$ cat src/rtl/arb_pkg.sv
// Shared types and helpers for the round-robin grant sequencer.
package arb_pkg;

    // Default requester count.
    localparam int unsigned ARB_N_DEFAULT = 8;

    // Widest supported requester vector (N <= 64).
    localparam int unsigned ARB_N_MAX = 64;

    typedef enum logic {
        IDLE = 1'b0,
        BUSY = 1'b1
    } arb_state_t;

    typedef struct packed {
        logic       found;
        logic [5:0] idx;
    } rr_pick_t;

    // Round-robin scan: first set bit of req at ptr, ptr+1, ..., n-1, 0, ..., ptr-1.
    function automatic rr_pick_t next_rr(
        input logic [ARB_N_MAX-1:0] req,
        input logic [5:0]           ptr,
        input int unsigned          n
    );
        rr_pick_t    pick;
        int unsigned j;
        pick = '0;
        j    = 0;
        for (int unsigned k = 0; k < ARB_N_MAX; k++) begin
            if (k < n && !pick.found) begin
                j = (32'(ptr) + k) % n;
                if (req[j]) begin
                    pick.found = 1'b1;
                    pick.idx   = j[5:0];
                end
            end
        end
        return pick;
    endfunction

endpackage

$ cat src/rtl/arb_id_decode.sv
// Binary-to-one-hot decoder with enable; all zeros when disabled.
module arb_id_decode
    import arb_pkg::*;
#(
    parameter int unsigned N   = ARB_N_DEFAULT,
    parameter int unsigned IDW = $clog2(N)
) (
    input  logic [IDW-1:0] i_id,
    input  logic           i_en,
    output logic [N-1:0]   o_onehot
);

    // Single bit at i_id when enabled, never multi-hot.
    always_comb begin
        o_onehot = '0;
        if (i_en) begin
            o_onehot[i_id] = 1'b1;
        end
    end

endmodule

$ cat src/rtl/rr_grant_sequencer.sv
// Round-robin grant sequencer: one owner at a time, held until done or req drop,
// one idle cycle between grants. Optional hold watchdog under ARB_TIMEOUT_EN.
module rr_grant_sequencer
    import arb_pkg::*;
#(
    parameter int unsigned N        = ARB_N_DEFAULT,
    parameter int unsigned IDW      = $clog2(N),
    parameter int unsigned MAX_HOLD = 255
) (
    input  logic           clk,
    input  logic           rst,
    input  logic [N-1:0]   req,
    input  logic [N-1:0]   done,
    output logic           gnt_valid,
    output logic [IDW-1:0] grant_id,
    output logic [N-1:0]   grant,
    output logic           timeout
);

    if (N < 2 || N > ARB_N_MAX || (N & (N - 1)) != 0 || IDW != $clog2(N) || MAX_HOLD < 1) begin : g_bad_cfg
        $error("rr_grant_sequencer: unsupported N/IDW/MAX_HOLD combination");
    end

    arb_state_t     r_state;
    arb_state_t     w_state_next;
    logic [IDW-1:0] r_grant_id;
    logic [IDW-1:0] r_ptr;
    rr_pick_t       w_pick;
    logic           w_start;
    logic           w_release_norm;
    logic           w_force;
    logic           w_release;

    // Round-robin candidate from the current pointer.
    always_comb begin
        w_pick = next_rr(64'(req), 6'(r_ptr), N);
    end

    // Grant start in IDLE; release by owner done or owner withdrawal, or watchdog.
    always_comb begin
        w_start        = (r_state == IDLE) && w_pick.found;
        w_release_norm = (r_state == BUSY) && (done[r_grant_id] || !req[r_grant_id]);
        w_release      = w_release_norm || w_force;
    end

    // State register.
    always_ff @(posedge clk or posedge rst) begin
        if (rst) begin
            r_state <= IDLE;
        end else begin
            r_state <= w_state_next;
        end
    end

    // Next-state logic.
    always_comb begin
        w_state_next = r_state;
        case (r_state)
            IDLE:    if (w_start)   w_state_next = BUSY;
            BUSY:    if (w_release) w_state_next = IDLE;
            default: w_state_next = IDLE;
        endcase
    end

    // Owner ID capture and pointer advance past the releasing owner.
    always_ff @(posedge clk or posedge rst) begin
        if (rst) begin
            r_grant_id <= '0;
            r_ptr      <= '0;
        end else begin
            if (w_start) begin
                r_grant_id <= w_pick.idx[IDW-1:0];
            end
            if (w_release) begin
                r_ptr <= r_grant_id + IDW'(1);
            end
        end
    end

    // Outputs derived from registered state only.
    always_comb begin
        gnt_valid = (r_state == BUSY);
        grant_id  = r_grant_id;
    end

`ifdef ARB_TIMEOUT_EN
    localparam int unsigned HW = $clog2(MAX_HOLD + 1);

    logic [HW-1:0] r_hold;
    logic [HW-1:0] w_hold_inc;
    logic          r_timeout;

    // The compare uses the incremented count so the forced release lands on
    // the edge closing the MAX_HOLD-th BUSY cycle.
    always_comb begin
        w_hold_inc = r_hold + HW'(1);
        w_force    = (r_state == BUSY) && (w_hold_inc == HW'(MAX_HOLD));
        timeout    = r_timeout;
    end

    // Hold counter and timeout pulse; a normal release on the same edge wins.
    always_ff @(posedge clk or posedge rst) begin
        if (rst) begin
            r_hold    <= '0;
            r_timeout <= 1'b0;
        end else begin
            r_timeout <= w_force && !w_release_norm;
            if (w_start) begin
                r_hold <= '0;
            end else if (r_state == BUSY) begin
                r_hold <= w_hold_inc;
            end
        end
    end
`else
    // No watchdog: grants are held until the owner releases.
    always_comb begin
        w_force = 1'b0;
        timeout = 1'b0;
    end
`endif

    arb_id_decode #(
        .N   (N),
        .IDW (IDW)
    ) u_dec (
        .i_id     (r_grant_id),
        .i_en     (gnt_valid),
        .o_onehot (grant)
    );

endmodule

$ cat config.mk
export PLATFORM = sky130hd
export DESIGN_NAME = rr_grant_sequencer
export DESIGN_NICKNAME = d
export VERILOG_FILES = /design/src/rtl/arb_pkg.sv /design/src/rtl/arb_id_decode.sv /design/src/rtl/rr_grant_sequencer.sv
export SDC_FILE = /design/constraint.sdc
export NUM_CORES = 1
export LEC_CHECK = 0
export CAP_MARGIN = 20
export CELL_PAD_IN_SITES_DETAIL_PLACEMENT = 1
export CELL_PAD_IN_SITES_GLOBAL_PLACEMENT = 2
export CORE_ASPECT_RATIO = 2
export CORE_MARGIN = 4
export CORE_UTILIZATION = 30
export DETAILED_ROUTE_END_ITERATION = 12
export GPL_TIMING_DRIVEN = 0
export PLACE_DENSITY = 0.89
export SETUP_SLACK_MARGIN = 0.02
export SKIP_LAST_GASP = 1
export SYNTH_ARGS = -nofsm -noshare
export SYNTH_HDL_FRONTEND = slang
export SYNTH_SLANG_ARGS = --single-unit
$ cat constraint.sdc
create_clock -name clk -period 3.8 [get_ports clk]
set_clock_uncertainty 0.1 [all_clocks]
set_input_delay 0.76 -clock clk [delete_from_list [all_inputs] [get_ports clk]]
set_output_delay 0.76 -clock clk [all_outputs]
set_load 0.02 [all_outputs]
==> Yosys cells after proc, flatten, opt, wreduce, memory -nomap -nowiden <==
Cells that the tools add are included.
{ "totals": {"regBits": 7, "output_inout_bits": 13, "inputBits": 18, "word_cells": 68} }
{ "op_classes": {"magnitude_cmp": 10, "n_addsub": 8, "bitwise_logic": 1, "n_mux": 41, "reduce_logical": 5} }
{ "ops": {"columns": ["operator", "count"], "rows": [
  ["$mux W7", 15],
  ["$lt A3 B7 Y1 const B", 8],
  ["$bmux W1 S3", 10],
  ["$mux W1", 13],
  ["$add A3 B3 Y3 const B", 4],
  ["$mux W8", 1],
  ["$add A3 B1 Y3 const B", 2],
  ["$add A3 B2 Y3 const B", 2],
  ["$lt A3 B4 Y1 const B", 1],
  ["$demux W1 S3", 1],
  ["$ge A3 B1 Y1 const B", 1],
  ["$logic_and A1 B1 Y1", 3],
  ["$pmux W1 S2", 1],
  ["$logic_not A1 Y1", 1],
  ["$logic_or A1 B1 Y1", 1],
  ["$not A1 Y1", 1]
]} }

==> Longest topological paths before layout <==
Gate-level depths: netlist of run 1.
{ "depth": {"word_depth": 20, "depth_mapped": 12, "depth_no_buf": 9} }

==> By module <==
Synthesis of run 1 repeated with hierarchy kept, for this count alone.
{ "unflattened": {"cells_unflattened": 148, "area_unflattened_um2": 1395.1} }
{ "by_module_without_submodules": {"columns": ["module", "area_per_inst_um2", "cells_per_inst", "seq_area_each_um2", "n_inst"], "rows": [
  ["rr_grant_sequencer", 1298.7, 140, 175.2, 1],
  ["arb_id_decode", 96.3, 8, 0.0, 1]
]} }

==> Worst setup path before layout of run 1 <==
Ideal clock, no wire load.
{ "synth_path": {"path_kind": "register to register", "start": "reg r_ptr[0]", "end": "reg r_grant_id[0] (netlist: grant_id[0])", "path_buffers": 3, "required_ps": 3575, "stages_incl_launch_ff": 13, "setup_time_ps": 125, "period_less_slack_ps": 3425, "path_slack_ps": 375, "arrival_time_ps": 3200, "path_cell_list": "dfrtp_1 buf_2 buf_2 inv_1 ha_1 buf_6 mux2_4 mux4_2 o32ai_2 nand2_1 o221a_1 xnor2_1 mux2_4"} }
{ "synth_between": {"elab_chain_len": 17, "elab_cells_between_ends": 39, "cone_classes": "7 x add/sub; 31 x mux; 1 x reduce/logical"} }
{ "synth_rtl": {"columns": ["element", "line_no", "source"], "rows": [
  ["from (decl)", "rr_grant_sequencer.sv:27", "logic [IDW-1:0] r_ptr;"],
  ["from (signal assigned)", "rr_grant_sequencer.sv:75", "r_ptr <= r_grant_id + IDW'(1);"],
  ["$add A3 B1 Y3 or $bmux W1 S3 (tied branches)", "arb_pkg.sv:32, arb_pkg.sv:33", null],
  ["$bmux W1 S3 or $mux W1 (tied branches)", "arb_pkg.sv:33", "if (req[j]) begin"],
  ["$mux W1 (not written as such) or $mux W7 (tied branches)", "arb_pkg.sv:33", null],
  ["$mux W7", "arb_pkg.sv:33", null],
  ["$mux W7", "arb_pkg.sv:31", "if (k < n && !pick.found) begin"],
  ["$mux W7", "arb_pkg.sv:33", null],
  ["$mux W7", "arb_pkg.sv:31", null],
  ["$mux W7", "arb_pkg.sv:33", null],
  ["$mux W7", "arb_pkg.sv:31", null],
  ["$mux W7", "arb_pkg.sv:33", null],
  ["$mux W7", "arb_pkg.sv:31", null],
  ["$mux W7", "arb_pkg.sv:33", null],
  ["$mux W7", "arb_pkg.sv:31", null],
  ["$mux W7", "arb_pkg.sv:33", null],
  ["$mux W7", "arb_pkg.sv:31", null],
  ["$mux W7", "arb_pkg.sv:33", null],
  ["$mux W7 *", "arb_pkg.sv:31", null],
  ["to (signal assigned)", "rr_grant_sequencer.sv:72", "r_grant_id <= w_pick.idx[IDW-1:0];"],
  ["to (decl)", "rr_grant_sequencer.sv:26", "logic [IDW-1:0] r_grant_id;"]
]} }
Mark *: on every way between the ends. The rest lies on a longest branch, timed or not. The select of a mux whose other input is x is not followed.
A chain may end at the register's enable or synchronous reset.

==> Final worst setup path of run 1 <==
Ends and elaborated chain as after synthesis.

==> impl_metrics.env, run 1 <==
export IMPL_die_w_um=55.96
export IMPL_synth_nets=182
export IMPL_wl_mm=4.703
export IMPL_rsz0062_at_grt="no"
export IMPL_grt_start_max_net_pins=11
export IMPL_arrival_ns=3.61
export IMPL_path_buf_inv=4
export IMPL_firstDrtPassIters=4
export IMPL_dr_total_vias=1425
export IMPL_antennaDiodeCount=0
export IMPL_setup_violations=0
export IMPL_ys_seq_area_share_pct=12.69
export IMPL_worst_slew_pin_slew_ns=0.6294
export IMPL_async_flop_share_pct=100.0
export IMPL_yosysTopAreaCellShare_pct=16.32
export IMPL_start_kind="flop"
export IMPL_grt_pass1_wl_mm=7.486
export IMPL_postCtsHoldBufs=0
export IMPL_grt_util_all_layers_pct=16.04
export IMPL_clk_pin_slew_ns=0.04
export IMPL_post_dp_hpwl_mm=3.866
export IMPL_p_int_mw=0.9809
export IMPL_sequentialPowerShare_pct=7.6
export IMPL_synthMuxAreaShare_pct=39.26
export IMPL_drc=0
export IMPL_power_leakage_nw=0.7103
export IMPL_dieArea_um2=5815
export IMPL_p_switching_mw=1.024
export IMPL_ys_warn_count=0
export IMPL_syn_inst=161
export IMPL_critPathMaxFanout=10
export IMPL_worstSetupPathType="flop to flop"
export IMPL_core_area_um2=4382
export IMPL_wire_per_inst_um=18.96
export IMPL_outcome="complete, no violations"
export IMPL_p_total_mw=2.004
export IMPL_nFillCells=532
export IMPL_grt_pass1_vias=1492
export IMPL_synth_seq_cells=7
export IMPL_switching_share_pct=51.06
export IMPL_worstPathRequired_ns=3.81
export IMPL_area_delta_synth_final_pct=30.73
export IMPL_clock_latency_ns=0.23
export IMPL_avgSynthCellArea_um2=8.572
export IMPL_routabilityCongestion=0.8254
export IMPL_hold_viol=0
export IMPL_yosysUniqueCellTypes=39
export IMPL_path_cells="buf_6 -> buf_4 -> inv_1 -> ha_1 -> buf_6 -> mux2_4 -> mux4_2 -> o32ai_4 -> nand2_1 -> o221a_1 -> xnor2_1 -> mux2_4"
export IMPL_drive_above_1_share_pct=17.53
export IMPL_start_util_pct=31.50
export IMPL_rows=34
export IMPL_antenna_found_initial=0
export IMPL_path_delay_family="multiplexers"
export IMPL_cts_inserted_buffers=3
export IMPL_postCtsSetupBuffers=0
export IMPL_synth_adder_area_share_pct=2.720
export IMPL_max_freq_mhz=277.9
export IMPL_synth_area_top_cells="mux4_2 16%, dfrtp_1 13%, mux2_2 9.0%, mux2i_1 8.0%, nor2_1 7.1%"
export IMPL_yosysMostFrequentCell="nor2_1"
export IMPL_critical_path_max_stage_delay_ns=0.53
export IMPL_clkPwrFrac_pct=5.3
export IMPL_max_slew_margin_pct=57.60
export IMPL_synth_top_family_by_area="multiplexers"
export IMPL_fin_nets=216
export IMPL_fin_crit_sh_pct=94.70
export IMPL_antenna_left=0
export IMPL_synth_edff_count=0
export IMPL_min_period_ns=3.599
export IMPL_powerDensity_nw_per_um2=1111
export IMPL_clk_path_buf_depth=2
export IMPL_clkSinkCount=7
export IMPL_synthSimpleGateAreaFrac_pct=14.69
export IMPL_portBuffers=29
export IMPL_min_path_type="flop to flop"
export IMPL_drt_initial_drc_count=22
export IMPL_vias_per_cell=5.746
export IMPL_cts_root_buf="clkbuf_8"
export IMPL_gr_total_overflow=0
export IMPL_drv_cap=0
export IMPL_ios=31
export IMPL_end_kind="flop"
export IMPL_final_max_slew_viol_count=0
export IMPL_post_dp_cell_area_um2=1738
export IMPL_die_h_um=103.9
export IMPL_synth_compound_area_share_pct=20.40
export IMPL_irDropWorstVdd_mv=0.5931
export IMPL_synth_common_cells="26 x nor2_1, 13 x a21oi_1, 13 x nand2_1"
export IMPL_syn_cell_area_um2=1380
export IMPL_slowest_stage="mux4_2"
export IMPL_comb_power_share_pct=87.2
export IMPL_cts_htree_levels=1
export IMPL_ys_flop_type="dfrtp_1"
export IMPL_synth_area_leader_cell="mux4_2"
export IMPL_synth_xor_area_share_pct=3.173
export IMPL_final_area_um2=1804
export IMPL_cts_tree="yes"
[registers in the layout, indices dropped and copies added (netlist names)]
register   flops
gnt_valid      1
grant_id       3
r_ptr          3
[metrics by stage]
step | hold WS [ns] | cells | util (%) | TNS [ns] | worst slack (ns)
after floorplan | 0.4634 | 161 | - | 0 | 0.3752
after global placement | 0.5342 | 244 | 39.66 | -0.01819 | -0.01819
after detailed placement | 0.5397 | 244 | 39.66 | -0.07158 | -0.07158
after CTS | 0.5437 | 248 | 40.78 | 0 | 0.07150
after global routing | 0.5798 | 248 | 41.18 | 0 | 0.02872
final | 0.5598 | 248 | 41.18 | 0 | 0.2014
[placed cells by master (no fill, tap or decap), types with 4 or more instances in the layout]
cell	instances
dfrtp_1	7
clkdlybuf4s50_1	29
a221oi_1	4
nand2_1	13
nand2b_1	4
a21oi_1	13
clkbuf_1	7
nor2_1	26
mux4_2	10
mux2_2	11
mux2i_1	11
inv_1	8
[kinds of logic (layout without fill, tap and decap cells)]
logic type | after synthesis | count (layout)
adder cells (fa/ha/maj) | 3 | 3
other | 1 | 1
XOR/XNOR | 5 | 5
multiplexers | 36 | 36
AND/OR/NAND/NOR | 49 | 49
buffers and inverters | 21 | 54
flip-flops | 7 | 7
AO/OA/AOI/OAI | 39 | 39
[per-layer routing]
layer  vias up  global-route usage (%)  wire, µm
met5         -                       0         0
met3         8                   1.863       140
li1        676                       -         -
met1       700                   15.33      1593
met4         0                   4.414        85
met2        41                   33.50      2883
[final timing paths]
path / slack, ns / startpoint / to / depth (start not counted)
worst max-delay path: 0.20 / r_ptr[0]$_DFFE_PP0P_ / grant_id[0]$_DFFE_PP0P_ / 12
max in group asynchronous: 2.72 / rst / r_ptr[2]$_DFFE_PP0P_ / 2
min in group asynchronous: 0.67 / rst / grant_id[0]$_DFFE_PP0P_ / 2
worst max register to register: 0.20 / r_ptr[0]$_DFFE_PP0P_ / grant_id[0]$_DFFE_PP0P_ / 12
worst min register to register: 0.56 / gnt_valid$_DFF_PP0_ / gnt_valid$_DFF_PP0_ / 1
worst min-delay path: 0.56 / gnt_valid$_DFF_PP0_ / gnt_valid$_DFF_PP0_ / 1
[power groups by stage]
stage               Clock [mW]  Sequential [mW]  Combinational, mW
floorplan                    0            0.171               1.25
global placement             0            0.151               1.68
detailed placement           0            0.153               1.70
CTS                      0.105            0.152               1.72
global route             0.113            0.159               1.89
finish                   0.105            0.152               1.75
[area by class of cell]
cell class / count / area [µm²] / share of cell area (%)
multi-input combinational: 133 / 1122 / 62.21
tap: 54 / 67.56 / 3.745
timing repair buffer: 29 / 290.3 / 16.09
clock buffer: 4 / 45.04 / 2.497
inverter: 9 / 33.78 / 1.872
buffer: 12 / 70.07 / 3.883
sequential: 7 / 175.2 / 9.709
[repair_timing]
item	CTS	global route
endpoints found under the setup margin	1	3
gates resized for setup	2	4
cloned	0	0
hold endpoints to repair	0	0
No activity file was read; power rests on OpenSTA's default activity.
==> run 2: changes to the inputs <==
--- a/config.mk
+++ b/config.mk
@@ -5,6 +5,7 @@
 export SDC_FILE = /design/constraint.sdc
 export NUM_CORES = 1
 export LEC_CHECK = 0
+export ABC_CLOCK_PERIOD_IN_PS = 3800
 export CAP_MARGIN = 20
 export CELL_PAD_IN_SITES_DETAIL_PLACEMENT = 1
 export CELL_PAD_IN_SITES_GLOBAL_PLACEMENT = 2
==> results of run 2 <==
Same layout as run 1: the final DEF is identical, and so are final timing and power.
